<file path="config.mk">
export PLATFORM = sky130hd
export DESIGN_NAME = result_packer
export DESIGN_NICKNAME = d
export VERILOG_FILES = /design/src/rtl/result_packer.sv
export SDC_FILE = /design/constraint.sdc
export NUM_CORES = 1
export LEC_CHECK = 0
export BUFFER_PORTS_ARGS = -buffer_cell sky130_fd_sc_hd__buf_2
export CAP_MARGIN = 10
export CORE_MARGIN = 1
export CORE_UTILIZATION = 58
export CTS_CLUSTER_DIAMETER = 60
export CTS_CLUSTER_SIZE = 25
export DETAILED_ROUTE_END_ITERATION = 6
export PLACE_DENSITY = 0.85
export SKIP_LAST_GASP = 1
export SYNTH_ARGS = -nofsm -noshare
export SYNTH_HDL_FRONTEND = slang
export SYNTH_SLANG_ARGS = --single-unit
</file>
<file path="constraint.sdc">
create_clock -name clk -period 5.55 [get_ports clk]
set_input_delay 0.2775 -clock clk [delete_from_list [all_inputs] [get_ports clk]]
set_output_delay 0.2775 -clock clk [all_outputs]
set_load 0.01 [all_outputs]
</file>
<file path="src/rtl/result_packer.sv">
// rtl/result_packer.sv - reassembles serialized result words into one wide tile
//
// Collects NUM_WORDS words of WORD_W bits arriving one per wren cycle and
// presents them as a single tile with a valid/ready handshake. The first word
// lands in the LSBs (slot 0).
//
// Ports:
//   clk        - clock, all state updates on the rising edge
//   reset_n    - asynchronous active-low reset
//   word_in    - one serialized result word
//   wren       - word_in is valid this cycle
//   tile_ready - downstream accepts tile_out
//   flush      - (RESULT_PACKER_FLUSH_EN only) emit a partial tile early
//   tile_out   - reassembled tile, word k at [WORD_W*k +: WORD_W]
//   tile_valid - tile_out holds a complete (or flushed) tile
//   word_count - number of words captured into the current tile
//   overflow   - sticky, a word arrived while a tile was pending and was dropped
//
// Optional feature macro: RESULT_PACKER_FLUSH_EN adds the flush input.

module result_packer #(
  parameter int WORD_W    = 32,
  parameter int NUM_WORDS = 9
) (
  input  logic                        clk,
  input  logic                        reset_n,
  input  logic [WORD_W-1:0]           word_in,
  input  logic                        wren,
  input  logic                        tile_ready,
`ifdef RESULT_PACKER_FLUSH_EN
  input  logic                        flush,
`endif
  output logic [WORD_W*NUM_WORDS-1:0] tile_out,
  output logic                        tile_valid,
  output logic [3:0]                  word_count,
  output logic                        overflow
);

  localparam int TILE_W = WORD_W * NUM_WORDS;

  typedef enum logic {
    COLLECT = 1'b0,
    HOLD    = 1'b1
  } state_t;

  state_t              state_q, state_d;
  logic [TILE_W-1:0]   tile_q, tile_d;
  logic [3:0]          count_q, count_d;
  logic                ovf_q, ovf_d;
  logic                flush_req;

  always_ff @(posedge clk or negedge reset_n) begin
    if (!reset_n) begin
      state_q <= COLLECT;
      tile_q  <= '0;
      count_q <= 4'd0;
      ovf_q   <= 1'b0;
    end else begin
      state_q <= state_d;
      tile_q  <= tile_d;
      count_q <= count_d;
      ovf_q   <= ovf_d;
    end
  end

  always_comb begin
    state_d   = state_q;
    tile_d    = tile_q;
    count_d   = count_q;
    ovf_d     = ovf_q;
    flush_req = 1'b0;
`ifdef RESULT_PACKER_FLUSH_EN
    flush_req = flush;
`endif

    case (state_q)
      COLLECT: begin
        // The count guard keeps word_count bounded even if state were corrupted.
        if (wren && (count_q < 4'(NUM_WORDS))) begin
          for (int k = 0; k < NUM_WORDS; k++) begin
            if (count_q == 4'(k)) begin
              tile_d[k*WORD_W +: WORD_W] = word_in;
            end
          end
          count_d = count_q + 4'd1;
        end
        // Decisions use the post-capture count so that wren+flush captures
        // first, and a word that fills the tile yields a normal full tile.
        if (count_d == 4'(NUM_WORDS)) begin
          state_d = HOLD;
        end else if (flush_req && (count_d != 4'd0)) begin
          state_d = HOLD;
        end
      end

      HOLD: begin
        if (tile_ready) begin
          state_d = COLLECT;
          tile_d  = '0;
          count_d = 4'd0;
          // A word arriving on the handshake starts the next tile.
          if (wren) begin
            tile_d[WORD_W-1:0] = word_in;
            count_d            = 4'd1;
          end
        end else if (wren) begin
          ovf_d = 1'b1;
        end
      end

      default: begin
        state_d = COLLECT;
      end
    endcase
  end

  assign tile_out   = tile_q;
  assign tile_valid = (state_q == HOLD);
  assign word_count = count_q;
  assign overflow   = ovf_q;

endmodule
</file>
==> qor.csv, run 1 <==
metric;value;unit
synthCells;1333;
yosysTopAreaCell;dfrtp_1;
worstPathArrival;3.38;ns
yosysWarnings;0;
fp-row-count;56;
finClkSkew;0.0191;ns
maxSlewViolCount;0;
core;23400;um2
insertion_delay;0.53;ns
grt_pass1_vias;10655;
drive_gt1_share;24.7;%
grt_max_degree;141;
cp_slowest_cell;dfrtp_4;
dieArea;24400;um2
syn_area;13800;um2
cts_root_buffer;clkbuf_16;
nets;1607;
synth-seq-cells;294;
pwr_density_cell;547;nW/um2
synth_seq_area_share;53.3;%
status;complete, no violations;
via_per_inst;5.74;
utilization;68.1;%
io_buffers;329;
cp.required;5.97;ns
initial_core_util;59.0;%
final_common_cell;buf_2;
dieHeight;156;um
cts_buffer_depth;3;
cpMostUsedCell;buf_4;
drt_iter0_drc;909;
fmax;0.338;GHz
die_w;156;um
clk_pin_slew;0.08;ns
ir_worst_vdd;383;uV
cts_tree;yes;
tightest_slew;1.04;ns
antenna_found_initial;0;
place_congestion;0.800;
max-cap-violations;0;
netlist_top_cells_area;dfrtp_1, mux2i_1, o21ai_0, nand2_1, o21ai_1;
grt_pass1_wl;57.9;mm
grt_usage;30.2;%
timing.hold.ws;0.0836;ns
finalCriticalPeriod;2.96;ns
area_delta_synth_final;15.6;%
crit_chain;buf_4, nand2_1, o31ai_4, buf_4, nand3_1, o21ai_0;
yosysUniqueCellTypes;32;
finalHoldViolations;0;
numCtsBuffers;20;
synth_top_area_share;53.3;%
wl_per_cell;19.6;um
dp_hpwl;23.1;mm
postRouteAntennaNets;0;
cp_slowest_stage_delay;0.90;ns
syn-num-nets;1373;
rsz0062_at_grt;false;
h-tree-depth;1;
hold_class;in -> reg;
leakage;8.45;nW
num_io_pins;330;
drt_wl_total;37.1;mm
fin_tns_setup;0;ns
critPathKind;reg -> reg;
cp-start-kind;register;
final_cell_mix;buf_2, dfrtp_1, nand2_1, mux2i_1, o21ai_0;
vias;10902;
setup_viol;0;
drcViolationCount;0;
postCtsSetupRepairBufs;0;
setup.worst_path.end_class;register;
n_antenna_cell;0;
cts_sinks;294;
cp_max_fo;81;
grt-ovfl-total;0;
avgSynthCellArea;10.4;um2
fin_crit_sh;53.2;%
dr.pass1.iters;5;
relSlewSlack;30.3;%
[stage by stage]
stage | cells | power (mW) | cell area, um2 | setup WS, ns
final | 1900 | 8.71 | 15900 | 2.59
after global routing | 1900 | 9.24 | 15900 | 2.34
after CTS | 1900 | 8.74 | 15900 | 2.61
after detailed placement | 1863 | 7.09 | 15200 | 2.67
after global placement | 1863 | 6.89 | 15200 | 2.76
after floorplan | 1333 | 5.66 | 13800 | 3.56
[state kept, by name (all words and copies together), names as in the netlist]
name,flops
tile_out,288
word_count,4
overflow,1
tile_valid,1
[path summary, 6_finish.rpt]
path	from	to	slack [ns]	depth (start not counted)
max	tile_valid	tile_out[11]	2.59	6
min in group asynchronous	reset_n	tile_out[136]	0.38	2
max reg2reg	tile_valid	tile_out[11]	2.59	6
min	word_in[20]	tile_out[20]	0.08	3
min reg2reg	overflow	overflow	0.47	1
max in group asynchronous	reset_n	tile_out[17]	3.76	3
[worst max-delay path: cells and delay by family, from the launching register on]
family / cells / cell delay (ns)
flip-flops: 1 / 0.90
buffers and inverters: 2 / 1.26
AND/OR/NAND/NOR: 2 / 0.38
AO/OA/AOI/OAI: 2 / 0.22
[synthesized netlist by cell type]
cell type and instances:
o21ai_0 202, inv_1 35, nand3_1 32, buf_4 6, dfrtp_1 294, nand2b_1 1, o31ai_4 1, o21ai_1 90
a21oi_1 1, buf_2 46, a31o_1 1, ha_1 4, nor3b_2 3, nand2b_4 2, nand2_8 4, clkbuf_1 49
o22ai_1 2, nand4b_2 1, clkbuf_2 3, a21boi_1 1, nor2b_1 1, nor2_1 3, a41oi_1 1, mux2i_1 257
buf_1 1, xnor2_1 1, and3b_1 1, buf_8 9, nand2_1 263, mux2_1 1, a21o_1 1, buf_6 16
[routing by layer]
metal	vias to the layer above	global-route usage (%)	wire (um)	part of all wire, %
li1	4962	-	-	-
met1	5391	40.5	15300	41
met3	95	5.82	2820	7.6
met2	454	48.1	17500	47
met5	-	0	0	0
met4	0	13.0	1500	4.0
[repair_timing]
item	4_1_cts	5_1_grt
hold buffers	1	0
gates resized for setup	0	0
hold endpoints to repair	108	0
[layout make-up]
cell class | count | area, um2
clock buffers | 22 | 529
multi-input cells | 874 | 5550
clock inverters | 14 | 190
inverters | 35 | 131
repair buffers | 342 | 1780
fillers | 1815 | 7460
flip-flops and latches | 294 | 7360
well taps | 319 | 399
[power breakdown]
| part | switching (mW) | internal, mW |
|---|---|---|
| combinational | 2.03 | 1.33 |
| sequential | 0.716 | 3.00 |
| clock | 0.844 | 0.791 |
[cells by family (layout without fill, tap and decap cells)]
| family | Yosys count | in the layout | share of synthesized area, % |
|---|---|---|---|
| DFF | 294 | 294 | 53.3 |
| adders and majority gates | 4 | 4 | 0.363 |
| AOI/OAI and AO/OA | 300 | 300 | 11.1 |
| and+or+nand+nor | 311 | 311 | 9.71 |
| xor gates and xnor gates | 1 | 1 | 0.0635 |
| buffers and inverters | 165 | 413 | 6.70 |
| muxes | 258 | 258 | 18.7 |
No activity file was read; power rests on OpenSTA's default activity.
==> inputs of run 2 (changes only) <==
--- a/config.mk
+++ b/config.mk
@@ -8,11 +8,11 @@
 export BUFFER_PORTS_ARGS = -buffer_cell sky130_fd_sc_hd__buf_2
 export CAP_MARGIN = 10
 export CORE_MARGIN = 1
-export CORE_UTILIZATION = 58
+export CORE_UTILIZATION = 49
 export CTS_CLUSTER_DIAMETER = 60
 export CTS_CLUSTER_SIZE = 25
 export DETAILED_ROUTE_END_ITERATION = 6
-export PLACE_DENSITY = 0.85
+export PLACE_DENSITY = 0.77
 export SKIP_LAST_GASP = 1
 export SYNTH_ARGS = -nofsm -noshare
 export SYNTH_HDL_FRONTEND = slang
==> constraint.sdc (replaced) <==
create_clock -name clk -period 2.59 [get_ports clk]
set_input_delay 0.1295 -clock clk [delete_from_list [all_inputs] [get_ports clk]]
set_output_delay 0.1295 -clock clk [all_outputs]
set_load 0.01 [all_outputs]
==> run 2 against run 1 <==
- wire length rose by 2.0%
- hold slack gained 0.072 ns
- global-route usage is 4.3 points lower
- combinational power rose by 120%
- critical path depth decreased by 4
- clock power rose to 2.7 times the previous value
- core utilization fell by 7.5 points
- sequential power is 110% higher
- clock-buffer cell count rose by 5
- clock skew is 0.0060 ns higher
==> qor.csv, run 2 (synthesized netlist as in run 1, its figures left out) <==
metric;value;unit;change
cp-start-kind;register;;unchanged
relSlewSlack;27.5;%;was 30.3%
fin_tns_setup;0;ns;unchanged
fin_cells;2015;;was 1900
cp.required;2.46;ns;was 5.97 ns
grt_pass1_wl;59.0;mm;was 57.9 mm
initial_core_util;49.8;%;was 59.0%
finalCriticalPeriod;2.31;ns;
grt_usage;25.9;%;was 30.2%
critPathKind;reg -> out;;was reg -> reg
place_congestion;0.825;;was 0.800
drive_gt1_share;25.2;%;was 24.7%
rsz0062_at_grt;false;;unchanged
cts_buffer_depth;3;;unchanged
setup.worst_path.end_class;output port;;was register
drt_iter0_drc;790;;was 909
area_delta_synth_final;21.8;%;was 15.6%
fillCellCount;2208;;was 1815
clk_pin_slew;0.07;ns;was 0.08 ns
antenna_found_initial;0;;unchanged
insertion_delay;0.55;ns;was 0.53 ns
hold_class;in -> async;;was in -> reg
finalHoldViolations;0;;unchanged
status;complete, no violations;;unchanged
cp_max_fo;109;;was 81
nets;1657;;was 1607
maxSlewViolCount;0;;unchanged
postRouteAntennaNets;0;;unchanged
met3_usage;5.60;%;was 5.82%
die_w;170;um;was 156 um
setup_viol;0;;unchanged
setup_slack;0.280;ns;was 2.59 ns
cts_tree;yes;;unchanged
grtUsageMet2;41.5;%;was 48.1%
leakage;8.80;nW;was 8.45 nW
finClkSkew;0.0252;ns;was 0.0191 ns
grt_max_degree;149;;was 141
pwr_density_cell;1170;nW/um2;was 547 nW/um2
wl_per_cell;18.8;um;was 19.6 um
worstPathArrival;2.18;ns;was 3.38 ns
grt_pass1_vias;10342;;was 10655
h-tree-depth;1;;unchanged
use_met1;35.1;%;was 40.5%
largest_reg_flops;288;;unchanged
cts_root_buffer;clkbuf_16;;unchanged
numCtsBuffers;26;;was 20
drcViolationCount;0;;unchanged
busiest_layer;met2;;unchanged
grt-ovfl-total;0;;unchanged
dieArea;28800;um2;was 24400 um2
drt_wl_total;37.9;mm;was 37.1 mm
dpl-instance-area;15400;um2;was 15200 um2
via_per_inst;5.35;;was 5.74
place_inst;1932;;was 1863
fin_crit_sh;89.2;%;
utilization;60.6;%;was 68.1%
final_common_cell;buf_2;;unchanged
tightest_slew;1.09;ns;was 1.04 ns
core;27700;um2;was 23400 um2
ir_worst_vdd;722;uV;was 383 uV
dieHeight;170;um;was 156 um
n_antenna_cell;0;;unchanged
max-cap-violations;0;;unchanged
fp-row-count;61;;was 56
dp_hpwl;23.1;mm;about the same
cts_sinks;294;;unchanged
final_cell_mix;buf_2, dfrtp_1, nand2_1, mux2i_1, o21ai_0;;unchanged
fin_area;16800;um2;was 15900 um2
vias;10780;;was 10902
place_ws;0.422;ns;was 2.67 ns
num_io_pins;330;;unchanged
fmax;0.433;GHz;
io_buffers;329;;unchanged
dr.pass1.iters;6;;was 5
-- run 2: report_power, final --
group	switching [mW]	total (mW)	internal, mW
Combinational	4.45	7.40	2.95
Sequential	1.39	7.83	6.44
Clock	2.12	4.40	2.28
Total	7.96	19.6	11.7
-- run 2: per-stage QoR --
| stage | hold WS [ns] | total power, mW |
|---|---|---|
| after global routing | 0.194 | 20.8 |
| after floorplan | -0.166 | 12.1 |
| after detailed placement | 0.152 | 15.2 |
| after CTS | 0.175 | 19.7 |
| final | 0.155 | 19.6 |
| after global placement | 0.141 | 14.9 |
-- run 2: routing by layer --
metal	part of all wire [%]	vias up
met5	0	-
met3	7.5	62
li1	-	5079
met4	2.5	0
met1	42	5273
met2	48	366
-- run 2: what timing repair did --
item                      CTS  global route
hold endpoints to repair  183             0
hold buffers               35             0
gates resized for setup     0             0
setup buffers               0             0
-- run 2: cell type report --
class	instances	area, um2	area share, %
clock buffers	27	676	4.02
inverters	35	131	0.782
repair buffers	386	2270	13.5
clock inverters	21	333	1.98
flip-flops and latches	294	7360	43.8
multi-input cells	874	5550	33.1
well taps	378	473	2.82
-- run 2: worst paths after layout --
kind,startpoint,end,slack [ns],cells past startpoint
setup / recovery,tile_valid,tile_valid,0.28,2
hold / removal,reset_n,tile_out[201],0.16,2
setup reg to reg,word_count[0],tile_valid,0.40,6
hold reg to reg,overflow,overflow,0.46,1
max in group asynchronous,reset_n,tile_out[199],1.61,3
min in group clk,overflow,overflow,0.46,1
-- run 2: worst max-delay path, stage by stage (launching register included) --
cell and delay [ns]:
dfrtp_4 0.53, buf_4 0.79, buf_2 0.28
==> inputs of run 3 (changes only) <==
--- a/config.mk
+++ b/config.mk
@@ -5,7 +5,7 @@
 export SDC_FILE = /design/constraint.sdc
 export NUM_CORES = 1
 export LEC_CHECK = 0
-export BUFFER_PORTS_ARGS = -buffer_cell sky130_fd_sc_hd__buf_2
+export BUFFER_PORTS_ARGS = -buffer_cell sky130_fd_sc_hd__buf_4
 export CAP_MARGIN = 10
 export CORE_MARGIN = 1
 export CORE_UTILIZATION = 49
==> run 3 against run 2 <==
- hold slack better by 0.0059 ns
- largest power group is now combinational logic
- combinational power is 14% higher
- clock-buffer cell count is 3 lower
- worst setup slack better by 0.20 ns
- clock power is 18% lower
- sequential power is 1% higher
- global-route usage is 0.52 points higher
- sequential share of layout area is 1.5 points lower
- sequential cell count stayed put
- clock skew is 0.012 ns lower
==> qor.csv, run 3 (synthesized netlist as in run 1, its figures left out) <==
metric;value;unit;change
antenna_found_initial;0;;unchanged
cp_slowest_cell;dfrtp_1;;was buf_4
status;complete, no violations;;unchanged
rsz0062_at_grt;false;;unchanged
postCtsSetupRepairBufs;0;;unchanged
drt_iter0_drc;990;;was 790
total_power;20.0;mW;was 19.6 mW
p_switching;7.89;mW;was 7.96 mW
critical-path-top-delay-family;compound AO/OA/AOI/OAI gates;;was buffers and inverters
p_clk_share;18.2;%;was 22.4%
final_common_cell;buf_4;;was buf_2
p_seq_share;39.7;%;was 39.9%
power_frac_comb;42.2;%;was 37.7%
core;27700;um2;unchanged
die_w;170;um;unchanged
dieArea;28800;um2;unchanged
tightest_slew;1.14;ns;was 1.09 ns
switching_share;39.5;%;was 40.6%
max-cap-violations;0;;unchanged
fin_cells;2012;;was 2015
postRouteAntennaNets;0;;unchanged
nets;1659;;was 1657
highest_layer;met4;;unchanged
critPathKind;reg -> reg;;was reg -> out
finalCriticalPeriod;2.11;ns;was 2.31 ns
cts_buffer_depth;3;;unchanged
dr.pass1.iters;6;;unchanged
pwr_density_cell;1150;nW/um2;was 1170 nW/um2
drcViolationCount;0;;unchanged
worstPathArrival;2.52;ns;was 2.18 ns
wl_met1;16.9;mm;was 16.1 mm
grt-ovfl-total;0;;unchanged
fin_crit_sh;81.4;%;was 89.2%
initial_core_util;49.8;%;unchanged
ir_worst_vdd;740;uV;was 722 uV
fp-row-count;61;;unchanged
finClkSkew;0.0136;ns;was 0.0252 ns
dieHeight;170;um;unchanged
final_cell_mix;buf_4, dfrtp_1, nand2_1, mux2i_1, o21ai_0;;was buf_2, dfrtp_1, nand2_1, mux2i_1, o21ai_0
crit_chain;inv_1, ha_1, buf_4, nand2b_4, a21boi_1, mux2_1, a31o_1;;was buf_4, buf_2
cp_max_fo;7;;was 109
vias;10942;;was 10780
crit_buf_inv;2;;unchanged
postCtsResizedCells;0;;unchanged
drive_gt1_share;25.0;%;was 25.2%
n_antenna_cell;0;;unchanged
cts_sinks;294;;unchanged
place_congestion;0.827;;was 0.825
fillCellCount;2231;;was 2208
dp_hpwl;24.4;mm;was 23.1 mm
setup_slack;0.483;ns;was 0.280 ns
maxSlewViolCount;0;;unchanged
hold_class;in -> async;;unchanged
p_int;12.1;mW;was 11.7 mW
cts_root_buffer;clkbuf_16;;unchanged
finalHoldViolations;0;;unchanged
grt_pass1_wl;60.0;mm;was 59.0 mm
via_per_inst;5.44;;was 5.35
setup.worst_path.end_class;register;;was output port
grt_pass1_vias;10418;;was 10342
place_ws;0.494;ns;was 0.422 ns
fmax;0.475;GHz;was 0.433 GHz
leakage;8.82;nW;was 8.80 nW
h-tree-depth;1;;unchanged
routed-wl-met2;18.3;mm;was 18.0 mm
cp-start-kind;register;;unchanged
fin_tns_setup;0;ns;unchanged
grt_max_degree;165;;was 149
insertion_delay;0.53;ns;was 0.55 ns
clk_pin_slew;0.09;ns;was 0.07 ns
largest_reg_flops;288;;unchanged
drt_wl_total;38.8;mm;was 37.9 mm
postCtsHoldBufs;35;;unchanged
io_buffers;329;;unchanged
num_io_pins;330;;unchanged
route.met3.wl;2.49;mm;was 2.83 mm
cts_tree;yes;;unchanged
cp_slowest_stage_delay;0.46;ns;was 0.79 ns
grt_usage;26.4;%;was 25.9%
numCtsBuffers;22;;was 26
setup_viol;0;;unchanged
relSlewSlack;24.0;%;was 27.5%
place_inst;1938;;was 1932
area_delta_synth_final;26.2;%;was 21.8%
wl_per_cell;19.3;um;was 18.8 um
cp.required;3.01;ns;was 2.46 ns
==> run 3: cell types whose count changed in the layout (fill, tap and decap cells not counted), moves of 2 or more <==
cell       previous run  this run
buf_4                14       348
buf_2               328         0
clkinv_8              7         1
clkbuf_16            27        23
inv_8                 1         4
bufinv_16             2         0
==> run 3: layout make-up <==
type	instances	area [um2]	share of cell area, %
clock buffer	24	579	3.33
clock inverter	15	170	0.978
inverter	35	131	0.755
multi-input combinational	874	5550	31.9
sequential	294	7360	42.3
tap	378	473	2.72
timing repair buffer	392	3140	18.0
==> run 3: metrics by stage <==
stage          cell area (um2)  util, %  hold WS (ns)
4_1_cts                  17400     62.8         0.200
6_report                 17400     62.8         0.161
3_5_place_dp             16300     58.9         0.166
2_1_floorplan            13800        -        -0.166
5_1_grt                  17400     62.8         0.203
3_3_place_gp             16300     58.9         0.162
==> run 3: final timing paths <==
check | depth (start not counted) | slack [ns] | start | endpoint
worst max-delay path | 7 | 0.48 | word_count[0] | tile_valid
worst min-delay path | 2 | 0.16 | reset_n | tile_out[104]
worst max register to register | 7 | 0.48 | word_count[0] | tile_valid
worst min register to register | 1 | 0.48 | overflow | overflow
max in group asynchronous | 3 | 1.58 | reset_n | tile_valid
min in group clk | 3 | 0.46 | tile_ready | word_count[2]
==> run 3: power groups by stage <==
stage	Clock [mW]	Combinational, mW	Sequential (mW)
floorplan	0	3.59	8.54
global placement	0	8.19	7.85
detailed placement	0	8.43	7.97
CTS	3.69	8.48	7.91
global route	3.86	9.11	8.17
finish	3.63	8.43	7.93
==> run 3: worst register-to-register path: cells and delay by family, from the launching register on <==
kind / cells / cell delay [ns]
AOI/OAI and AO/OA: 2 / 0.54
buffers and inverters: 2 / 0.33
adders and majority gates: 1 / 0.24
and+or+nand+nor: 1 / 0.07
DFF: 1 / 0.46
muxes: 1 / 0.37
==> run 3: metal layers <==
| layer | up-vias | GRT usage, % |
|---|---|---|
| met4 | 0 | 7.99 |
| met2 | 364 | 42.4 |
| met5 | - | 0 |
| li1 | 5065 | - |
| met3 | 64 | 4.87 |
| met1 | 5449 | 36.4 |
